`src/rtl/alu_pkg.sv`:
```
// alu_pkg: opcode and FSM state types shared by the sequential ALU
package alu_pkg;

    typedef enum logic [3:0] {
        OP_AND = 4'b0000,
        OP_OR  = 4'b0001,
        OP_ADD = 4'b0010,
        OP_SUB = 4'b0110,
        OP_SLT = 4'b0111,
        OP_XOR = 4'b1000,
        OP_SLL = 4'b1001,
        OP_SRL = 4'b1010,
        OP_SRA = 4'b1011,
        OP_MUL = 4'b1100
    } alu_op_e;

    typedef enum logic {
        IDLE = 1'b0,
        MUL  = 1'b1
    } alu_state_e;

    function automatic logic is_reserved(input logic [3:0] op);
        return !(op inside {OP_AND, OP_OR, OP_ADD, OP_SUB, OP_SLT,
                            OP_XOR, OP_SLL, OP_SRL, OP_SRA, OP_MUL});
    endfunction

endpackage

```
`src/rtl/alu_mul_iter.sv`:
```
// alu_mul_iter: shift-add multiplier, one multiplier bit per cycle, low WIDTH bits of a*b
//   clk, reset : clock, asynchronous active-high reset
//   start      : begin a multiply with a/b (ignored while busy)
//   a, b       : operands
//   done       : product valid; stays high until the next start
//   product    : low WIDTH bits of a*b
module alu_mul_iter #(
    parameter int WIDTH = 8
) (
    input  logic             clk,
    input  logic             reset,
    input  logic             start,
    input  logic [WIDTH-1:0] a,
    input  logic [WIDTH-1:0] b,
    output logic             done,
    output logic [WIDTH-1:0] product
);
    localparam int SHW = $clog2(WIDTH);

    logic [WIDTH-1:0] r_acc, r_mcand, r_mplier;
    logic [SHW-1:0]   r_cnt;
    logic             r_busy, r_done;

    // Bit 0 is folded into the start edge so WIDTH edges in total cover all bits.
    always_ff @(posedge clk or posedge reset) begin
        if (reset) begin
            r_acc    <= '0;
            r_mcand  <= '0;
            r_mplier <= '0;
            r_cnt    <= '0;
            r_busy   <= 1'b0;
            r_done   <= 1'b0;
        end else if (start && !r_busy) begin
            r_acc    <= b[0] ? a : '0;
            r_mcand  <= a << 1;
            r_mplier <= b >> 1;
            r_cnt    <= SHW'(1);
            r_busy   <= 1'b1;
            r_done   <= 1'b0;
        end else if (r_busy) begin
            if (r_mplier[0])
                r_acc <= r_acc + r_mcand;
            r_mcand  <= r_mcand << 1;
            r_mplier <= r_mplier >> 1;
            r_cnt    <= r_cnt + 1'b1;
            if (r_cnt == SHW'(WIDTH - 1)) begin
                r_busy <= 1'b0;
                r_done <= 1'b1;
            end
        end
    end

    assign done    = r_done;
    assign product = r_acc;

endmodule

```
`src/rtl/alu_seq.sv`:
```
// alu_seq: handshaked ALU with registered result/flags and an iterative multiply
//   clk, reset          : clock, asynchronous active-high reset
//   in_valid/in_ready   : operation handshake (a, b, alucontrol sampled on transfer)
//   out_valid/out_ready : result handshake; result and flags held until consumed
//   result              : registered result
//   zero/negative       : derived from the registered result
//   carry/overflow      : ADD/SUB/SLT only, 0 otherwise
//   illegal             : accepted opcode was reserved
module alu_seq
    import alu_pkg::*;
#(
    parameter int WIDTH = 8
) (
    input  logic             clk,
    input  logic             reset,
    input  logic             in_valid,
    output logic             in_ready,
    input  logic [WIDTH-1:0] a,
    input  logic [WIDTH-1:0] b,
    input  logic [3:0]       alucontrol,
    output logic             out_valid,
    input  logic             out_ready,
    output logic [WIDTH-1:0] result,
    output logic             zero,
    output logic             carry,
    output logic             overflow,
    output logic             negative,
    output logic             illegal
);
    localparam int SHW = $clog2(WIDTH);

    alu_state_e       r_state;
    logic [WIDTH-1:0] r_result;
    logic             r_zero, r_carry, r_overflow, r_negative, r_illegal, r_out_valid;

    logic [WIDTH-1:0] w_binv, w_res, w_prod, w_ld_res;
    logic [WIDTH:0]   w_sum;
    logic [SHW-1:0]   w_sh;
    logic             w_ovf, w_arith, w_slot_free, w_accept, w_is_mul, w_mul_done;
    logic             w_load_single, w_load_mul, w_load;

    assign w_slot_free = !r_out_valid || out_ready;
    assign in_ready    = !reset && (r_state == IDLE) && w_slot_free;
    assign w_accept    = in_valid && in_ready;
    assign w_is_mul    = alucontrol == OP_MUL;

    // SUB and SLT share the inverted-b adder path, keyed on opcode bit 2.
    assign w_binv  = alucontrol[2] ? ~b : b;
    assign w_sum   = {1'b0, a} + {1'b0, w_binv} + {{WIDTH{1'b0}}, alucontrol[2]};
    assign w_ovf   = (a[WIDTH-1] == w_binv[WIDTH-1]) && (w_sum[WIDTH-1] != a[WIDTH-1]);
    assign w_arith = alucontrol inside {OP_ADD, OP_SUB, OP_SLT};
    assign w_sh    = b[SHW-1:0];

    always_comb begin
        w_res = '0;
        case (alu_op_e'(alucontrol))
            OP_AND:  w_res = a & b;
            OP_OR:   w_res = a | b;
            OP_ADD,
            OP_SUB:  w_res = w_sum[WIDTH-1:0];
            OP_SLT:  w_res = {{(WIDTH-1){1'b0}}, w_sum[WIDTH-1] ^ w_ovf};
            OP_XOR:  w_res = a ^ b;
            OP_SLL:  w_res = a << w_sh;
            OP_SRL:  w_res = a >> w_sh;
            OP_SRA:  w_res = $signed(a) >>> w_sh;
            default: w_res = '0;
        endcase
    end

    alu_mul_iter #(.WIDTH(WIDTH)) u_mul (
        .clk     (clk),
        .reset   (reset),
        .start   (w_accept && w_is_mul),
        .a       (a),
        .b       (b),
        .done    (w_mul_done),
        .product (w_prod)
    );

    // A finished product waits in MUL until the output slot can take it.
    assign w_load_single = w_accept && !w_is_mul;
    assign w_load_mul    = (r_state == MUL) && w_mul_done && w_slot_free;
    assign w_load        = w_load_single || w_load_mul;
    assign w_ld_res      = w_load_mul ? w_prod : w_res;

    always_ff @(posedge clk or posedge reset) begin
        if (reset) begin
            r_state     <= IDLE;
            r_result    <= '0;
            r_zero      <= 1'b0;
            r_carry     <= 1'b0;
            r_overflow  <= 1'b0;
            r_negative  <= 1'b0;
            r_illegal   <= 1'b0;
            r_out_valid <= 1'b0;
        end else begin
            if (w_load) begin
                r_result   <= w_ld_res;
                r_zero     <= w_ld_res == '0;
                r_negative <= w_ld_res[WIDTH-1];
                r_carry    <= w_load_single && w_arith && w_sum[WIDTH];
                r_overflow <= w_load_single && w_arith && w_ovf;
                r_illegal  <= w_load_single && is_reserved(alucontrol);
            end
            r_out_valid <= w_load || (r_out_valid && !out_ready);
            if (r_state == IDLE && w_accept && w_is_mul)
                r_state <= MUL;
            else if (w_load_mul)
                r_state <= IDLE;
        end
    end

    assign result    = r_result;
    assign zero      = r_zero;
    assign carry     = r_carry;
    assign overflow  = r_overflow;
    assign negative  = r_negative;
    assign illegal   = r_illegal;
    assign out_valid = r_out_valid;

endmodule

```
`config.mk`:
```
export PLATFORM = sky130hd
export DESIGN_NAME = alu_seq
export DESIGN_NICKNAME = d
export VERILOG_FILES = /design/src/rtl/alu_pkg.sv /design/src/rtl/alu_mul_iter.sv /design/src/rtl/alu_seq.sv
export SDC_FILE = /design/constraint.sdc
export NUM_CORES = 1
export LEC_CHECK = 0
export CORE_MARGIN = 5
export CORE_UTILIZATION = 45
export DETAILED_ROUTE_END_ITERATION = 8
export GPL_TIMING_DRIVEN = 0
export PLACE_DENSITY = 0.67
export SETUP_SLACK_MARGIN = 0.15
export SLEW_MARGIN = 10
export SYNTH_ARGS = -nofsm -noshare
export SYNTH_HDL_FRONTEND = slang
export SYNTH_SLANG_ARGS = --single-unit
```
`constraint.sdc`:
```
create_clock -name clk -period 3.1 [get_ports clk]
set_input_delay 0.62 -clock clk [delete_from_list [all_inputs] [get_ports clk]]
set_output_delay 0.62 -clock clk [all_outputs]
set_load 0.005 [all_outputs]
```
---- Yosys cells after proc, flatten, opt, wreduce, memory -nomap -nowiden ----
Cells that the tools add are included.
word-level totals
  flip-flop bits (word level) ............. 44
  word-level logic and storage cells ...... 96
cells by class
  add/subtract/negate cells ............... 4
  eq/ne operators ......................... 12
  shift-type cells ........................ 3
  muxes and demuxes ....................... 21
  bitwise operators ....................... 6
  reductions and logical operators ........ 36
operator list
  cell                count
  $mux 8              10
  $pmux 8 s8          1
  $eq 4x4->1 const B  5
  $logic_and 1x1->1   16
  $reduce_bool 10->1  1
  $add 8x8->9         1
  $add 9x1->9         1
  $add 8x8->8         1
  $and 8x8->8         1
  $eq 4x3->1 const B  2
  $logic_not 8->1     1
  $mux 1              8
  $not 8->8           1
  $or 8x8->8          1
  $reduce_bool 2->1   4
  $shl 8x3->8         1
  $shr 8x3->8         1
  $sshr 8x3->8        1
  $xor 8x8->8         1
  $logic_not 1->1     6
  $mux 3              2
  $eq 4x1->1 const B  1
  $eq 4x2->1 const B  1
  $logic_not 4->1     1
  other kinds (10)    13

---- Longest topological paths before layout ----
  depth in word-level cells ............... 10
  mapped depth ............................ 11
  depth with buffers taken out ............ 10

---- Modules after synthesis ----
A second synthesis with hierarchy kept.
unflattened totals
  cells, all modules ...................... 443
  area total of the unflattened synthesis .. 3821.2 µm²
by module, submodules not included
  module        instances  cells an instance  area each (µm²)  sequential area each (µm²)
  alu_seq       1          292                2313.5           350.3
  alu_mul_iter  1          151                1507.7           675.6

---- Least setup slack after synthesis ----
OpenSTA, ideal clock, no wires.
  path kind ............................... input to register
  start ................................... input alucontrol[2]
  end ..................................... register r_result[7] (netlist: result[7])
  library setup time ...................... 125 ps
  arrival time ............................ 2782 ps
  data required time ...................... 2975 ps
  slack ................................... 193 ps
  cell stages on the path ................. 11
  path buffers ............................ 2
  cells stage by stage .................... buf_2 buf_2 xor2_1 ha_1 or2_2 a21oi_1 nor3_1 a211oi_2 xnor2_1 o22ai_2 mux2_2
between the ends
  cells in the longest elaborated chain, start to end .. 5
  elaborated cells on any way between the ends .. 19
RTL lines
  item                  line           source
  start, declared       alu_seq.sv:20  input logic [3:0] alucontrol,
  $mux 8                alu_seq.sv:48  assign w_binv = alucontrol[2] ? ~b : b;
  $add 8x8->9           alu_seq.sv:49  assign w_sum = {1'b0, a} + {1'b0, w_binv} + {{WIDTH{1'b0}}, alucontrol[2]};
  $add 9x1->9           alu_seq.sv:49
  $pmux 8 s8            alu_seq.sv:56  case (alu_op_e'(alucontrol))
  $mux 8                alu_seq.sv:84  assign w_ld_res = w_load_mul ? w_prod : w_res;
  end signal, assigned  alu_seq.sv:98  r_result <= w_ld_res;
  end, declared         alu_seq.sv:33  logic [WIDTH-1:0] r_result;
Several ways; a longest one is shown, not always the timed one.
A chain may end at the register's enable or synchronous reset.

---- Final worst setup path ----
  start ................................... input b[0]
  end ..................................... register r_zero (netlist: zero)
between the ends
  cells in the longest elaborated chain, start to end .. 10
  elaborated cells on any way between the ends .. 16
RTL lines
  item                  line           source
  start, declared       alu_seq.sv:19  input logic [WIDTH-1:0] b,
  $not 8->8             alu_seq.sv:48
  $mux 8                alu_seq.sv:48
  $add 8x8->9           alu_seq.sv:49
  $add 9x1->9           alu_seq.sv:49
  $ne 1x1->1            alu_seq.sv:50  assign w_ovf = (a[WIDTH-1] == w_binv[WIDTH-1]) && (w_sum[WIDTH-1] != a[WIDTH-1]);
  $logic_and 1x1->1     alu_seq.sv:50
  $xor 1x1->1           alu_seq.sv:61  OP_SLT: w_res = {{(WIDTH-1){1'b0}}, w_sum[WIDTH-1] ^ w_ovf};
  $pmux 8 s8 *          alu_seq.sv:56
  $mux 8 *              alu_seq.sv:84
  $logic_not 8->1 *     alu_seq.sv:99  r_zero <= w_ld_res == '0;
  end signal, assigned  alu_seq.sv:90  r_zero <= 1'b0;
  end signal, assigned  alu_seq.sv:99
  end, declared         alu_seq.sv:34  logic r_zero, r_carry, r_overflow, r_negative, r_illegal, r_out_valid;
Mark *: on every way between the ends. The rest lies on a longest branch, timed or not.

==> impl_results.md <==
- IO Port Bufs: 38
- Yosys cell types: 71
- Detailed Place HPWL: 8720 µm
- Setup violations, final: 0
- CTS Buf Count: 5
- Number of enable flip-flop cells after synthesis: 0
- Commonest cells after routing, fill and taps aside: nand2_1, dfrtp_1, nor2_1, ha_1, a21oi_1
- Drt drc: 0
- Worst-Margin Slew: around 0.82 ns
- Finished Cell Area: 0.00464 mm²
- GRT Overall Usage: a little under a quarter
- Sink Count: 41
- LEAKAGE: between 2 and 2.5 nW
- Startpoint types: input pin
- Final ANT Viol Nets: 0
- Drt wl/cell: approximately 19 µm
- CTS tree: yes
- Post-synth net total: ~510
- Worst hold slack: about 0.47 ns
- Worst slew margin: 44.9%
- GR Overflow Total: 0
- Vias: approximately 3700
- Final Hold Vio Count: 0
- RSZ-0062 raised after global routing: no
- Max Slew Vio Count: 0
- Placed cell area: roughly 0.0043 mm²
- Async SR Flop Fraction: 100%
- Yosys warns: 0
- IO Count: 39
- Most frequently used flop master after synthesis: dfrtp_1
- Total power: approximately 0.0023 W
- Max-cap violation count: 0
- Outcome: finished, final reports clean
- Period Utilization, post-route: around 92%
- Chip Width: ~100 µm
- Placed Cells incl. Taps: between 500 and 600
- Post-route non-filler standard cell count: between 600 and 700
- Hold WC Path Type: flop to flop
- Antenna violations before repair: 0
- Syn-to-layout area delta: 21.9%
- Number of diodes: 0
- Reg-to-reg slack, setup: around 0.61 ns
- Hold Path Depth: 2
- Core box area: 0.00822 mm²
- Wirelength, routed: 11700 µm
- Crit-path max FO: 3
- P per Cell Area: 487 mW/mm²
- Worst r2r path cells: 10
- Flops & latches, synth: 41
- GP Congestion: approximately 0.95
- Commonest non-fill, non-tap cell in the layout: nand2_1
- CP arrival: 3.07 ns
- Final nets: around 560
- Minimum clock period: 2.86 ns
- Die ar.: 0.0104 mm²
- CTS root buf: clkbuf_8
- Max Clk Rate: 350 MHz
- Cells after Synth: 448
- Vias/cell: between 6 and 7
- First-pass GRT wire length: about 19000 µm
- Vias in the first global route: 3635
- Row count: 33
- Maximum vdd drop: 232 µV
- Die height: around 100 µm
- WS Path Type: input pin to flop
- Largest net degree at the start of global routing: 32
- Final clock skew: about 0.0043 ns
- Final core utilization: 56.5%
- Initial Util: between 40% and 50%
- Syn Area/Cell: approximately 8.5 µm²
- Hold Buf Count CTS: 0
- CP required: about 3.3 ns
- H-tree levels: 2
- Drt initial violations: roughly 330
- Worst setup EP type: flop
- Cell Area, Synth: 0.00381 mm²
- Clock Latency Late Sink: just under 0.3 ns
- Clk pin slew, worst setup/hold paths: 0.08 ns
- Seq/Total Area, Yosys: about 27%
- Clk buf depth: 2
- Share of layout cells above drive strength 1: ~16%
- Detailed Routing Iterations Pass 1: 5
-- routing by layer --
layer | global-route usage, % | vias to the layer above | part of all wire (%)
li1 | - | 1719 | -
met1 | 32.2 | 1784 | 44
met2 | 37.7 | 133 | 47
met3 | 3.69 | 20 | 6.6
met4 | 6.46 | 0 | 2.2
met5 | 0 | - | 0
-- synthesized netlist by cell type, types with 3 or more instances --
master    instances  area (µm²)
nand2_1          42         158
dfrtp_1          41        1030
a21oi_1          34         170
ha_1             33         413
nor2_1           32         120
o21ai_0          30         150
inv_1            29         109
mux2i_1          23         230
buf_2            15        75.1
nor3_1           12        60.1
clkbuf_1         10        37.5
xor2_1            9        78.8
nand3_1           8        40.0
a31oi_1           7        43.8
o22ai_1           7        43.8
mux2_2            6        67.6
nor2b_1           6        37.5
a21boi_0          5        37.5
nand2b_1          5        31.3
o211ai_1          5        37.5
xnor2_1           5        43.8
a211oi_1          4        30.0
a311oi_1          4        35.0
and3_1            4        25.0
nor3b_1           4        30.0
or3_1             4        25.0
a211oi_2          3        37.5
and2_1            3        18.8
buf_6             3        33.8
mux4_2            3        67.6
-- per-stage QoR --
stage	TNS [ns]	setup slack [ns]
3_5_place_dp	-4.50	-0.781
5_1_grt	0	0.166
4_1_cts	0	0.153
6_report	0	0.239
2_1_floorplan	0	0.193
3_3_place_gp	-3.87	-0.719
-- timing repair --
item | CTS | global route
resized for setup | 27 | 14
endpoints found under the setup margin | 9 | 5
endpoints found under the hold margin | 0 | 0
pin swaps | 10 | 8
setup buffers | 8 | 0
-- worst max-delay path, stage by stage --
cell and delay (ns):
dlygate4sd2_1 0.28, buf_6 0.14, mux2i_4 0.25, inv_1 0.08
fa_2 0.36, and3_4 0.17, o211ai_1 0.27, nand3b_1 0.11
nor3b_2 0.18, o22ai_2 0.20, nand4_1 0.17, o31ai_2 0.23
-- registers in the layout (all words and copies together), names as in the netlist --
signal,count
u_mul.done,1
overflow,1
u_mul.r_cnt,3
u_mul.product,8
u_mul.r_mplier,7
u_mul.r_mcand,7
illegal,1
r_state,1
u_mul.r_busy,1
zero,1
carry,1
result,8
out_valid,1
-- path summary, 6_finish.rpt --
kind / to / from
hold / removal: result[4] / result[4]
min in group asynchronous: result[7] / reset
setup / recovery: zero / b[0]
max in group asynchronous: u_mul.r_mplier[6] / reset
hold reg to reg: result[4] / result[4]
setup reg to reg: u_mul.product[7] / u_mul.r_mcand[1]
-- where the power goes --
part,total [W],internal [W],leakage (nW),switching [W]
logic,0.00105,0.000489,1.51,0.000562
registers,0.000842,0.000703,0.523,0.000138
clock network,0.000369,0.000176,0.0433,0.000193
-- area by class of cell --
type,count,area [µm²]
repair buffers,47,464
flip-flops and latches,41,1030
clock buffers,6,82.6
plain buffers,32,209
inverters,30,113
multi-input cells,345,2610
fillers,776,3580
clock inverters,1,7.51
well taps,105,131
-- cells by family (layout without fill, tap and decap cells) --
logic type	after synthesis	in the layout	synth area share, %
multiplexers	33	33	9.99
buffers and inverters	62	116	7.69
AND/OR/NAND/NOR	138	138	18.4
adder cells (fa/ha/maj)	35	35	11.9
AO/OA/AOI/OAI	125	125	21.9
flip-flops	41	41	26.9
XOR/XNOR	14	14	3.22
Power figures use the tool's default switching activity.
